--- config.mk ---
export PLATFORM = sky130hd
export DESIGN_NAME = imm_ext_stage
export DESIGN_NICKNAME = d
export VERILOG_FILES = /design/src/rtl/imm_ext_stage_pkg.sv /design/src/rtl/imm_ext_core.sv /design/src/rtl/imm_ext_stage.sv
export SDC_FILE = /design/constraint.sdc
export NUM_CORES = 1
export LEC_CHECK = 0
export ABC_AREA = 1
export CAP_MARGIN = 20
export CORE_ASPECT_RATIO = 1.75
export CORE_MARGIN = 2
export CORE_UTILIZATION = 54
export DETAILED_ROUTE_END_ITERATION = 8
export PLACE_DENSITY = 0.88
export SLEW_MARGIN = 20
export SYNTH_ARGS = -nofsm -noshare
export SYNTH_HDL_FRONTEND = slang
export SYNTH_SLANG_ARGS = --single-unit
--- constraint.sdc ---
create_clock -name clk -period 5.6 [get_ports clk]
set_input_delay 1.12 -clock clk [delete_from_list [all_inputs] [get_ports clk]]
set_output_delay 1.12 -clock clk [all_outputs]
set_load 0.01 [all_outputs]
--- src/rtl/imm_ext_stage_pkg.sv ---
`default_nettype none
// ============================================================================
// Module      : imm_ext_stage_pkg
// Description : Shared CPU constants: datapath width default and ExtOp codes.
// Revision    : 1.0 - initial release
// ============================================================================
package imm_ext_stage_pkg;

    localparam int c_data_w_default = 32;

    localparam logic [2:0] c_ext_zero_low    = 3'b000;
    localparam logic [2:0] c_ext_high        = 3'b001;
    localparam logic [2:0] c_ext_sign_low    = 3'b010;
    localparam logic [2:0] c_ext_sign_shift2 = 3'b011;
    localparam logic [2:0] c_ext_jump        = 3'b100;

    function automatic logic ext_op_legal(input logic [2:0] op);
        return (op <= c_ext_jump);
    endfunction

endpackage
`default_nettype wire

--- src/rtl/imm_ext_core.sv ---
`default_nettype none
// ============================================================================
// Module      : imm_ext_core
// Description : Combinational immediate extension and branch/jump target add.
// Revision    : 1.0 - initial release
// ============================================================================
module imm_ext_core
    import imm_ext_stage_pkg::*;
#(
    parameter int DATA_W = c_data_w_default
) (
    input  logic [31:0]       instr,
    input  logic [DATA_W-1:0] pc4,
    input  logic [2:0]        ext_op,
    output logic [DATA_W-1:0] ext_out,
    output logic [DATA_W-1:0] npc,
    output logic              illegal
);

    logic [15:0]       w_imm;
    logic [31:0]       w_hi32;
    logic [17:0]       w_sh2;
    logic [DATA_W-1:0] w_zx_lo;
    logic [DATA_W-1:0] w_sx_lo;
    logic [DATA_W-1:0] w_sx_hi;
    logic [DATA_W-1:0] w_sx_sh2;
    logic [DATA_W-1:0] w_jump;

    assign w_imm    = instr[15:0];
    assign w_hi32   = {w_imm, 16'h0000};
    assign w_sh2    = {w_imm, 2'b00};
    assign w_zx_lo  = DATA_W'(w_imm);
    // Size casts of signed operands sign-extend up to DATA_W.
    assign w_sx_lo  = DATA_W'($signed(w_imm));
    assign w_sx_hi  = DATA_W'($signed(w_hi32));
    assign w_sx_sh2 = DATA_W'($signed(w_sh2));
    assign w_jump   = {pc4[DATA_W-1:28], instr[25:0], 2'b00};

    always_comb begin
        ext_out = '0;
        npc     = '0;
        illegal = 1'b0;
        case (ext_op)
            c_ext_zero_low: begin
                ext_out = w_zx_lo;
                npc     = pc4 + w_zx_lo;
            end
            c_ext_high: begin
                ext_out = w_sx_hi;
                npc     = pc4 + w_sx_hi;
            end
            c_ext_sign_low: begin
                ext_out = w_sx_lo;
                npc     = pc4 + w_sx_lo;
            end
            c_ext_sign_shift2: begin
                ext_out = w_sx_sh2;
                npc     = pc4 + w_sx_sh2;
            end
            c_ext_jump: begin
                ext_out = w_jump;
                npc     = w_jump;
            end
            default: illegal = !ext_op_legal(ext_op);
        endcase
    end

endmodule
`default_nettype wire

--- src/rtl/imm_ext_stage.sv ---
`default_nettype none
// ============================================================================
// Module      : imm_ext_stage
// Description : Immediate-extend stage with a small valid/ready output FIFO.
// Revision    : 1.0 - initial release
// ============================================================================
module imm_ext_stage
    import imm_ext_stage_pkg::*;
#(
    parameter int DATA_W = c_data_w_default,
    parameter int DEPTH  = 2
) (
    input  logic              clk,
    input  logic              reset,
    input  logic              in_valid,
    output logic              in_ready,
    input  logic [31:0]       instr_D,
    input  logic [DATA_W-1:0] PC4_D,
    input  logic [2:0]        ExtOp,
    input  logic              flush,
    output logic              out_valid,
    input  logic              out_ready,
    output logic [DATA_W-1:0] EXTout,
    output logic [DATA_W-1:0] NPC_B,
    output logic              illegal_op
);

    localparam int c_ptr_w = (DEPTH > 1) ? $clog2(DEPTH) : 1;
    localparam int c_cnt_w = $clog2(DEPTH + 1);
    localparam logic [c_ptr_w-1:0] c_ptr_last = c_ptr_w'(DEPTH - 1);
    localparam logic [c_cnt_w-1:0] c_cnt_full = c_cnt_w'(DEPTH);

    logic [DATA_W-1:0]  r_ext_mem [DEPTH];
    logic [DATA_W-1:0]  r_npc_mem [DEPTH];
    logic [c_ptr_w-1:0] r_wr_ptr;
    logic [c_ptr_w-1:0] r_rd_ptr;
    logic [c_cnt_w-1:0] r_count;
    logic               r_illegal;

    logic [DATA_W-1:0]  w_ext;
    logic [DATA_W-1:0]  w_npc;
    logic               w_illegal;
    logic               w_push;
    logic               w_pop;

    imm_ext_core #(
        .DATA_W (DATA_W)
    ) u_core (
        .instr   (instr_D),
        .pc4     (PC4_D),
        .ext_op  (ExtOp),
        .ext_out (w_ext),
        .npc     (w_npc),
        .illegal (w_illegal)
    );

    assign out_valid  = (r_count != '0);
    assign in_ready   = (r_count < c_cnt_full) | (out_valid & out_ready);
    assign w_push     = in_valid & in_ready & ~flush;
    assign w_pop      = out_valid & out_ready & ~flush;
    assign illegal_op = r_illegal;

    // Outputs come only from stored entries, gated to zero when empty.
    assign EXTout = out_valid ? r_ext_mem[r_rd_ptr] : '0;
    assign NPC_B  = out_valid ? r_npc_mem[r_rd_ptr] : '0;

    always_ff @(posedge clk or posedge reset) begin
        if (reset) begin
            r_wr_ptr  <= '0;
            r_rd_ptr  <= '0;
            r_count   <= '0;
            r_illegal <= 1'b0;
        end else begin
            if (flush) begin
                r_wr_ptr <= '0;
                r_rd_ptr <= '0;
                r_count  <= '0;
            end else begin
                if (w_push) begin
                    r_wr_ptr <= (r_wr_ptr == c_ptr_last) ? '0 : r_wr_ptr + 1'b1;
                end
                if (w_pop) begin
                    r_rd_ptr <= (r_rd_ptr == c_ptr_last) ? '0 : r_rd_ptr + 1'b1;
                end
                if (w_push && !w_pop) begin
                    r_count <= r_count + 1'b1;
                end else if (!w_push && w_pop) begin
                    r_count <= r_count - 1'b1;
                end
            end
            if (w_push && w_illegal) begin
                r_illegal <= 1'b1;
            end
        end
    end

    always_ff @(posedge clk) begin
        if (w_push) begin
            r_ext_mem[r_wr_ptr] <= w_ext;
            r_npc_mem[r_wr_ptr] <= w_npc;
        end
    end

endmodule
`default_nettype wire

==> flow_metrics.tcl <==
set metrics [dict create \
    status "complete, no violations" \
    post_cts_buffers 0 \
    rsz0062_at_grt "no" \
    ys_seq_elements 133 \
    antenna_found_initial 1 \
    critPathLaunchType "input port" \
    synthArstFlopShare_pct 3.76 \
    min_path_type "reg2reg" \
    pwr-share-seq_pct 30.2 \
    use_met1_pct 40.9 \
    place_area_mm2 0.0121 \
    die_w_um 109 \
    dpl.hpwl_um 28900 \
    critical_path.top_delay_family "simple AND/OR/NAND/NOR gates" \
    synth.cell_area_mm2 0.0105 \
    first_global_vias 11000 \
    initial_core_util_pct 55.0 \
    max-vdd-ir-drop_uv 430 \
    ios 139 \
    layout_min_cycle_time_ns 4.08 \
    critPathMaxStageDelay_ns 0.68 \
    skew_ns 0.0217 \
    crit_buf_inv 2 \
    arrival_ns 4.29 \
    synth_cell_types 45 \
    syn_inst 1451 \
    hold_violations 0 \
    cpMostUsedCell "nand2_1" \
    maxCapViolations 0 \
    setup_tns_ns 0 \
    synth_edf_count 128 \
    cts.path.max_buffers 3 \
    drt-total-wl_um 38600 \
    ys.flop_type "edfxtp_1" \
    p_clk_share_pct 29.9 \
    crit_required_ns 5.81 \
    slew_violations 0 \
    fin_crit_sh_pct 72.9 \
    cts_tree "done" \
    clock_latency_ns 0.47 \
    setup_viol 0 \
    cts_root_buffer "clkbuf_16" \
    combinationalPowerShare_pct 39.9 \
    design_area_mm2 0.0127 \
    switching_share_pct 35.0 \
    switching_power_w 0.00146 \
    cp_slowest_cell "clkdlybuf4s50_1" \
    fmax_mhz 245 \
    grt-ovfl-total 0 \
    nets 1716 \
    ant_nets 0 \
    maxSlewHeadroom_pct 37.0 \
    critPathMaxFanout 5 \
    first_iter_violations 935 \
    drt_pre_antenna_iters 5 \
    cts.clk_slew.worst_paths_ns 0.05 \
    place_congestion 0.991 \
    drc 0 \
    ys_warn_count 0 \
    cellPowerDensity_mw_per_mm2 327 \
    area_growth_syn_to_layout_pct 21.3 \
    grt_max_degree 65 \
    dieArea_mm2 0.0206 \
    clock-sinks 133 \
    layout-drive-gt1-share_pct 5.49 \
    use_met3_pct 4.22 \
    cp_cell_sequence "clkdlybuf4s50_1, ha_1, fa_1, nand2_1, o21ai_0, nand3_1, nand2_1, nand2_1, nand2_1, nand3_1, nand2_1, nand2_1, nand3_1, nand2_1, inv_1, nand2_1" \
    grt_use_total_pct 37.8 \
    yosysSeqAreaShare_pct 37.8 \
    cts_hold_buf 0 \
    top_usage_layer "met2" \
    worstSetupPathType "in2reg" \
    tightest_slew_ns 0.939 \
    wire_per_inst_um 21.1 \
    die_h_um 189 \
    use_met2_pct 66.1 \
    portBuffers 132 \
    grt_pass1_wl_um 58100 \
    synth_nets 1588 \
    cts_buffers 25 \
    syn_area_per_cell_um2 7.24 \
    post_drt_via_cell_ratio 6.14 \
    via_count 11200 \
    p_leak_nw 5.46 \
    worstSetupEndpointType "register" \
    htreeDepth 4 \
    cts_resized 0 \
    row_count 67 \
    core_mm2 0.0191 \
    p_int_w 0.00271 \
]
## power by group through the flow
| stage | sequential [W] | combinational, W | clock [W] |
|---|---|---|---|
| after floorplan | 0.00126 | 0.000864 | 0 |
| after global placement | 0.00127 | 0.00160 | 0 |
| after detailed placement | 0.00127 | 0.00162 | 0 |
| after CTS | 0.00126 | 0.00164 | 0.00125 |
| after global routing | 0.00126 | 0.00179 | 0.00130 |
| final | 0.00126 | 0.00166 | 0.00125 |
## synthesized netlist by cell type, drive strengths merged, types with 9 or more instances
master / number / area (um^2)
or2: 11 / 68.8
buf: 13 / 75.1
ha: 62 / 776
nand3b: 9 / 67.6
o221ai: 15 / 131
nand3: 105 / 543
inv: 133 / 499
o21ai: 70 / 350
o211ai: 17 / 128
nand4: 24 / 156
a21o: 9 / 67.6
a21oi: 177 / 886
edfxtp: 128 / 3840
nand2: 478 / 1820
nor3: 13 / 75.1
nor2: 116 / 465
clkbuf: 29 / 109
## metal layers
metal	up-vias	wire [um]
met2	659	19300
met1	5116	13000
li1	5240	-
met5	-	0
met3	201	3040
met4	0	3230
## layout make-up
cell class / count / area [um^2]
Antenna cell: 1 / 2.50
Clock buffer: 30 / 664
Clock inverter: 3 / 11.3
Fill cell: 1627 / 6370
Inverter: 135 / 507
Multi-Input combinational cell: 1141 / 5880
Sequential cell: 133 / 3970
Tap cell: 241 / 302
Timing Repair Buffer: 143 / 1410
## cells in the final DEF, fill, tap and decap left out, types with 2 or more instances in the layout
cell type and n:
nor2_4 4, clkbuf_1 3, a21oi_1 177, dfrtp_1 4, clkinv_1 5, o21ai_1 2
nor2_2 10, o211ai_1 17, clkbuf_16 25, and2_1 2, o21ai_0 68, xnor2_1 4
o2111ai_1 5, o21bai_1 4, inv_2 7, fa_1 3, and3_1 2, clkbuf_8 2
a21o_1 9, edfxtp_1 128, nor3_2 2, xor2_1 3, or2_2 10, o221ai_1 15
nor3_1 11, nand3b_1 9, a41oi_1 5, clkdlybuf4s50_1 132, nand2_2 11, ha_1 62
inv_1 126, nand2_1 467, nand4_1 23, nor2_1 102, buf_4 10, nor4_1 2
nand3_1 103
## kinds of logic (layout without fill, tap and decap cells)
kind of cell               count (synthesis)  in the layout  synth area share (%)
and+or+nand+nor                          762            762                  30.8
AOI/OAI and AO/OA                        307            307                  16.3
buffers and inverters                    177            311                  6.57
DFF                                      133            133                  37.8
adders and majority gates                 65             65                  7.95
xor gates and xnor gates                   7              7                 0.583
other                                      0              1                     0
## state kept, by name, summed over array words and instances (netlist names)
register	cells
r_rd_ptr	1
r_ext_mem	64
r_wr_ptr	1
illegal_op	1
r_npc_mem	64
r_count	2
## metrics by stage
step	instances	total power [W]	util, %	hold WS [ns]	setup WS [ns]
2_1_floorplan	1451	0.00213	-	0.481	0.798
3_3_place_gp	1792	0.00287	63.0	0.452	1.19
3_5_place_dp	1792	0.00290	63.0	0.468	1.19
4_1_cts	1825	0.00415	66.6	0.479	1.64
5_1_grt	1826	0.00435	66.7	0.498	1.39
6_report	1827	0.00417	66.7	0.477	1.52
## path summary, 6_finish.rpt
path | startpoint | end | slack (ns) | cells past startpoint
worst max-delay path | instr_D[0] | r_npc_mem[0][28] | 1.52 | 16
worst min-delay path | illegal_op | illegal_op | 0.48 | 1
worst max register to register | r_count[0] | r_ext_mem[1][11] | 2.96 | 9
worst min register to register | illegal_op | illegal_op | 0.48 | 1
max in group asynchronous | reset | r_rd_ptr | 4.51 | 2
min in group asynchronous | reset | illegal_op | 0.88 | 2
(Power assumes the default switching activity.)
